`config.mk`:
```
export PLATFORM = sky130hd
export DESIGN_NAME = bcd_to_bin_flat
export DESIGN_NICKNAME = d
export VERILOG_FILES = /design/src/rtl/bcd_to_bin_if.sv /design/src/rtl/bcd_to_bin.sv /design/src/flat_wrapper.sv
export SDC_FILE = /design/constraint.sdc
export NUM_CORES = 1
export LEC_CHECK = 0
export BUFFER_PORTS_ARGS = -buffer_cell sky130_fd_sc_hd__buf_2
export CORE_MARGIN = 2
export CORE_UTILIZATION = 58
export DETAILED_ROUTE_END_ITERATION = 6
export PLACE_DENSITY_LB_ADDON = 0.05
export SLEW_MARGIN = 5
export SYNTH_ARGS = -nofsm -noshare
export SYNTH_HDL_FRONTEND = slang
export SYNTH_SLANG_ARGS = --single-unit
```
`constraint.sdc`:
```
create_clock -name clock -period 2.18 [get_ports clock]
set_clock_uncertainty 0.2 [all_clocks]
set_input_delay 0.109 -clock clock [delete_from_list [all_inputs] [get_ports clock]]
set_output_delay 0.109 -clock clock [all_outputs]
set_load 0.05 [all_outputs]
```
`src/rtl/bcd_to_bin_if.sv`:
```
// bcd_to_bin_if: start/operand request and result/status bundle for bcd_to_bin
interface bcd_to_bin_if #(parameter int DIGITS = 10, parameter int BIN_W = 32);
    logic                  start;
    logic [4*DIGITS-1:0]   bcd;
    logic [BIN_W-1:0]      bin;
    logic                  busy;
    logic                  done;
    logic                  overflow;
    logic                  invalid;
    modport master (output start, bcd, input bin, busy, done, overflow, invalid);
    modport slave  (input start, bcd, output bin, busy, done, overflow, invalid);
endinterface

```
`src/rtl/bcd_to_bin.sv`:
```
// bcd_to_bin: iterative reverse-double-dabble BCD to binary converter
module bcd_to_bin #(
    parameter int DIGITS = 10,
    parameter int BIN_W  = 32
) (
    input logic          clock,
    input logic          reset,
    bcd_to_bin_if.slave  bus
);
    localparam int W  = 4 * DIGITS;
    localparam int CW = $clog2(W);
    typedef enum logic [1:0] {IDLE, CONV, DONE} state_t;
    state_t           r_state;
    logic [W-1:0]     r_s, r_acc;
    logic [CW-1:0]    r_cnt;
    logic             r_inv, r_busy, r_done, r_ovf, r_invalid;
    logic [BIN_W-1:0] r_bin;
    logic [W-1:0]     w_sh, w_fix, w_acc;
    logic             w_inv;
    assign w_sh  = r_s >> 1;
    assign w_acc = {r_s[0], r_acc[W-1:1]};
    for (genvar d = 0; d < DIGITS; d++) begin : g_fix
        assign w_fix[4*d+:4] = (w_sh[4*d+:4] >= 4'd8) ? w_sh[4*d+:4] - 4'd3 : w_sh[4*d+:4];
    end
    always_comb begin
        w_inv = 1'b0;
        for (int i = 0; i < DIGITS; i++) w_inv = w_inv | (bus.bcd[4*i+:4] > 4'd9);
    end
    always_ff @(posedge clock or negedge reset) begin
        if (!reset) begin
            r_state   <= IDLE;
            r_s       <= '0;
            r_acc     <= '0;
            r_cnt     <= '0;
            r_inv     <= 1'b0;
            r_busy    <= 1'b0;
            r_done    <= 1'b0;
            r_bin     <= '0;
            r_ovf     <= 1'b0;
            r_invalid <= 1'b0;
        end else if (r_state != CONV) begin
            if (bus.start) begin
                r_state <= CONV;
                r_s     <= bus.bcd;
                r_acc   <= '0;
                r_cnt   <= '0;
                r_inv   <= w_inv;
                r_busy  <= 1'b1;
                r_done  <= 1'b0;
            end
        end else begin
            r_s   <= w_fix;
            r_acc <= w_acc;
            r_cnt <= r_cnt + 1'b1;
            if (r_cnt == CW'(W - 1)) begin
                r_state   <= DONE;
                r_bin     <= r_inv ? '0 : BIN_W'(w_acc);
                r_ovf     <= !r_inv && (|(w_acc >> BIN_W));
                r_invalid <= r_inv;
                r_busy    <= 1'b0;
                r_done    <= 1'b1;
            end
        end
    end
    assign bus.bin      = r_bin;
    assign bus.busy     = r_busy;
    assign bus.done     = r_done;
    assign bus.overflow = r_ovf;
    assign bus.invalid  = r_invalid;
endmodule

```
`src/flat_wrapper.sv`:
```
// flat-port wrapper written by rule: the top's interface ports become plain ports
module bcd_to_bin_flat 
#(
    parameter int DIGITS = 10,
    parameter int BIN_W  = 32
)
  (clock, reset, bus_start, bus_bcd, bus_bin, bus_busy, bus_done, bus_overflow, bus_invalid);
  bcd_to_bin_if #(.DIGITS(DIGITS), .BIN_W(BIN_W)) bus_i ();
  input logic clock;
  input logic reset;
  input wire logic [$bits(bus_i.start)-1:0] bus_start;
  input wire logic [$bits(bus_i.bcd)-1:0] bus_bcd;
  output wire logic [$bits(bus_i.bin)-1:0] bus_bin;
  output wire logic [$bits(bus_i.busy)-1:0] bus_busy;
  output wire logic [$bits(bus_i.done)-1:0] bus_done;
  output wire logic [$bits(bus_i.overflow)-1:0] bus_overflow;
  output wire logic [$bits(bus_i.invalid)-1:0] bus_invalid;
  assign bus_i.start = bus_start;
  assign bus_i.bcd = bus_bcd;
  assign bus_bin = bus_i.bin;
  assign bus_busy = bus_i.busy;
  assign bus_done = bus_i.done;
  assign bus_overflow = bus_i.overflow;
  assign bus_invalid = bus_i.invalid;
  bcd_to_bin #(.DIGITS(DIGITS), .BIN_W(BIN_W)) u_core (.clock(clock), .reset(reset), .bus(bus_i));
endmodule
```
Word-level counts from Yosys, hierarchy flattened. Cells that the tools add are included.

Bits in registers: 125. Input bits: 43. Logic and storage cells: 87.

$add $sub $neg: 11. Order comparisons: 20. Equality and inequality tests: 3. Mux-type cells: 26. Bitwise logic cells: 10. Reduce and logical (&&, ||, !) cells: 7.

Operators by type and width (number): $mux 40 (4); $gt 4x4->1 const B (10); $mux 4 (10); $ge 4x4->1 const B (9); $sub 4x2->4 const B (9); $mux 32 (1); $mux 6 (2); $or 1x1->1 (9); $reduce_or 8->1 (1); $add 6x1->6 const B (1); $eq 6x6->1 const B (1); $mux 1 (6); $mux 2 (3); $reduce_and 2->1 (3); $ge 3x4->1 const B (1); $sub 3x2->4 const B (1); $ne 2x1->1 const B (1); $ne 2x2->1 const B (1); $reduce_bool 2->1 (1); $logic_and 1x1->1 (1); $logic_not 1->1 (1); $not 1->1 (1).

Longest topological paths before layout.
Word-level depth: 10. Depth in mapped cells: 7. Depth with buffers taken out: 5.

Least setup slack after synthesis. No wires, ideal clock.

Path kind: register to register. From: reg u_core.r_state[0]. To: reg u_core.r_invalid, in the netlist u_core.bus.invalid. Arrival time: 1.503 ns. Required time: 1.855 ns. Setup slack: 0.352 ns. Cell stages (with the launch flop): 6. Path buffers: 2. Cell sequence: dfrtp_1 nor2b_1 buf_2 nand3_2 buf_6 mux2_4.

Word-level cells in the longest chain between the ends: 3.

Ends and longest elaborated chain: start, declared (RTL line bcd_to_bin.sv:13) `state_t r_state;`; start signal, assigned (RTL line bcd_to_bin.sv:31) `r_state <= IDLE;`; start signal, assigned (RTL line bcd_to_bin.sv:43) `r_state <= CONV;`; start signal, assigned (RTL line bcd_to_bin.sv:56) `r_state <= DONE;`; $ne 2x1->1 (RTL line bcd_to_bin.sv:41) `end else if (r_state != CONV) begin`; $not 1->1 (no source line); $reduce_and 2->1 (no source line); end signal, assigned (RTL line bcd_to_bin.sv:59) `r_invalid <= r_inv;`; end, declared (RTL line bcd_to_bin.sv:16) `logic r_inv, r_busy, r_done, r_ovf, r_invalid;`.

No other way between the ends. A chain may end at the register's enable or synchronous reset.

==> impl_metrics.csv <==
group,metric,value,unit
critical_path,ff2ff_path_depth,5,
sta,fin_crit,1800,ps
power,p_leak,3.84,nW
floorplanning,ios,79,
sta,slew_headroom,0.688,
sta,finalSetupViolCount,0,
cts,clockRootBuffer,"clkbuf_8",
synth,synth-xor-area-share,0.0293,
detailed_routing,via_count,4745,
detailed_routing,dr.pass1.iters,4,
detailed_routing,drt.antenna.violating_nets,0,
finish,area_delta_synth_final,27.6,%
synth,synthSimpleGateAreaFrac,0.212,
synth,synth_nets,690,
cts,cts_tree,"done",
worst_hold_path,holdPathStages,4,
synth,post-synth-top-count-cell,"nand2_1",
worst_hold_path,hold_start,"bus_bcd[7]",
cts,clk_latency,520,ps
finish,seq_area,3050,um2
floorplanning,design.die.area,11100,um2
floorplanning,die_height,106,um
global_route,grt_pass1_vias,4779,
run,maxCapViolations,0,
global_route,grt_usage,0.261,
critical_path,required,2360,ps
finish,diodes,0,
critical_path,arrival,1980,ps
sta,setup_ws,376,ps
power,switching_power,0.00328,W
sta,hold_ws,195,ps
floorplanning,start_util,0.587,
power,p_comb_frac,0.303,
synth,synth_common_cells,"149 x nand2_1, 122 x dfrtp_1, 79 x o21ai_0",
sta,worstMarginPinSlew,467,ps
critical_path,critical_path.max_fanout,23,
critical_path,rr_endpoint,"u_core.r_cnt[3]",
floorplanning,design.core.area,10200,um2
placement,portBuffers,78,
critical_path,cp.depth,5,
synth,synth_flop_cell,"dfrtp_1",
detailed_routing,routed_wl,13.6,mm
synth,synth_edf_count,0,
synth,yosysTopAreaCell,"dfrtp_1",
sta,period_share,0.827,
synth,ys_seq_area_frac,0.511,
sta,rsz0062_at_grt,"no",
critical_path,startpoint_type,"register",
global_route,grt_max_degree,61,
detailed_routing,viasPerCell,5.29,
power,swShare,0.348,
cts,path_clk_slew,60,ps
synth,synth.avg_cell_area,9.52,um2
critical_path,criticalPathCategory,"reg -> reg",
synth,netlist.area_leader.share,0.511,
sta,hold_viol,0,
cts,cts_made_buffers,17,
critical_path,path_cells,"nand2b_2 > buf_4 > nor2_1 > o21ai_0 > o21ai_0",
placement,post-place-ws,401,ps
placement,dp_hpwl,8.35,mm
power,vdd_drop_max,0.782,mV
detailed_routing,drc,0,
critical_path,crit_family,"simple AND/OR/NAND/NOR gates",
floorplanning,placementRows,37,
finish,layout-drive-gt1-share,0.170,
global_route,antenna_found_initial,0,
synth,synth_top_family_by_area,"simple AND/OR/NAND/NOR gates",
finish,final_area,7630,um2
synth,synth_seq_cells,122,
placement,place_congestion,0.855,
critical_path,end_kind,"register",
critical_path,r2r_start,"u_core.bus.done",
power,power,0.00942,W
critical_path,cp_slowest_cell,"dfrtp_1",
run_status,status,"completed",
cts,clock_path_buffers,2,
synth,synth_compound_area_frac,0.111,
synth,async_reset_ff_frac,1.00,
finish,num-nets-final,811,
synth,synth_area_leaders,"dfrtp_1 51%, nand2_1 9.4%, o21ai_0 6.6%, mux2i_1 5.2%, nand3b_1 5.1%",
worst_hold_path,hold_path.class,"in -> reg",
critical_path,crit_path_frequent_cell,"o21ai_0",
sta,fin_tns_setup,0,ps
global_route,overflow,0,
floorplanning,chipWidth,106,um
critical_path,cpPeakStageDelay,420,ps
sta,slew_violations,0,
worst_hold_path,hold_end,"u_core.r_s[7]",
synth,synth_cell_type_count,32,
power,p_per_area,1230,nW/um2
placement,place_area,6550,um2
cts,cts_setup_buffers,0,
finish,fillCellCount,715,
finish,multi_input_area,2680,um2
cts,clock_sinks,122,
detailed_routing,drt_iter0_drc,316,
synth,synth_fa_ha_area_frac,0.0398,
detailed_routing,wl_per_cell,15.1,um
power,p_seq_frac,0.396,
critical_path,r2r_setup_slack,380,ps
synth,yosysWarnings,0,
cts,h-tree-depth,4,
power,p_int,0.00615,W
synth,muxShareOfSynthArea,0.0544,
global_route,grt_pass1_wl,23.1,mm
power,p_clk_frac,0.301,
synth,synthesis.area,5980,um2
sta,fmax,554,MHz
synth,netlist_instances,628,
critical_path,cp_num_buf_inv,1,
cells in the final DEF (no fill, tap or decap), types with 11 or more instances in the layout:
cell type	n
dlygate4sd3_1	46
dfrtp_1	122
buf_2	77
nand2b_1	42
inv_1	19
nor2_1	13
xor2_1	11
buf_4	12
clkbuf_16	16
a21oi_1	18
nand3b_1	41
o21ai_0	79
ha_1	19
nand2_1	149
mux2i_1	31
logic make-up after synthesis:
kind of cell,Yosys count
buffers and inverters,58
xor gates and xnor gates,20
adders and majority gates,19
and+or+nand+nor,258
AOI/OAI and AO/OA,119
muxes,32
DFF,122
layer usage:
metal  routed length [um]  part of all wire  vias up  global-route usage
li1                     -                 -     2329                   -
met1                 6160              0.45     2293               0.333
met2                 6810              0.50      109               0.441
met3                  421             0.031       14              0.0724
met4                  167             0.012        0              0.0677
met5                    0                 0        -                   0
sequential cells by signal, indices dropped and copies added (netlist names):
| register | flops |
|---|---|
| u_core.r_s | 40 |
| u_core.r_acc | 39 |
| u_core.bus.bin | 32 |
| u_core.r_cnt | 6 |
| u_core.bus.done | 1 |
| u_core.bus.invalid | 1 |
| u_core.bus.overflow | 1 |
| u_core.r_inv | 1 |
| u_core.r_state | 1 |
worst max path at each step:
stage | slack, ps | end | startpoint
after detailed placement | 400 | u_core.r_cnt[3] | u_core.bus.done
after global routing | 280 | u_core.r_cnt[3] | u_core.bus.done
after CTS | 400 | u_core.r_cnt[3] | u_core.bus.done
after global placement | 480 | u_core.r_cnt[3] | u_core.bus.done
final | 380 | u_core.r_cnt[3] | u_core.bus.done
after floorplan | 350 | u_core.bus.invalid | u_core.r_state[0]
cell type report:
class | instances | area share
Sequential cell | 122 | 0.400
Multi-Input combinational cell | 448 | 0.351
Timing Repair Buffer | 141 | 0.138
Clock buffer | 24 | 0.0643
Tap cell | 136 | 0.0223
Clock inverter | 7 | 0.0148
Inverter | 19 | 0.00935
worst min-delay path, delay by kind of cell:
kind,cells,cell delay [ps]
and+or+nand+nor,1,70
AOI/OAI and AO/OA,1,60
buffers and inverters,2,630
power groups by stage:
| stage | sequential, W | clock (W) | combinational, W |
|---|---|---|---|
| final | 0.00373 | 0.00284 | 0.00285 |
| after global routing | 0.00384 | 0.00299 | 0.00328 |
| after CTS | 0.00372 | 0.00288 | 0.00286 |
| after detailed placement | 0.00374 | 0 | 0.00276 |
| after global placement | 0.00371 | 0 | 0.00264 |
| after floorplan | 0.00378 | 0 | 0.00196 |
timing repair:
item	CTS	global route
endpoints found under the hold margin	163	0
resized for setup	0	0
hold buffers	47	0
through the flow:
step,utilization,std cells
final,0.749,897
after global routing,0.749,897
after CTS,0.749,897
after detailed placement,0.643,819
after global placement,0.643,819
after floorplan,-,628
No activity file was read; power rests on OpenSTA's default activity.
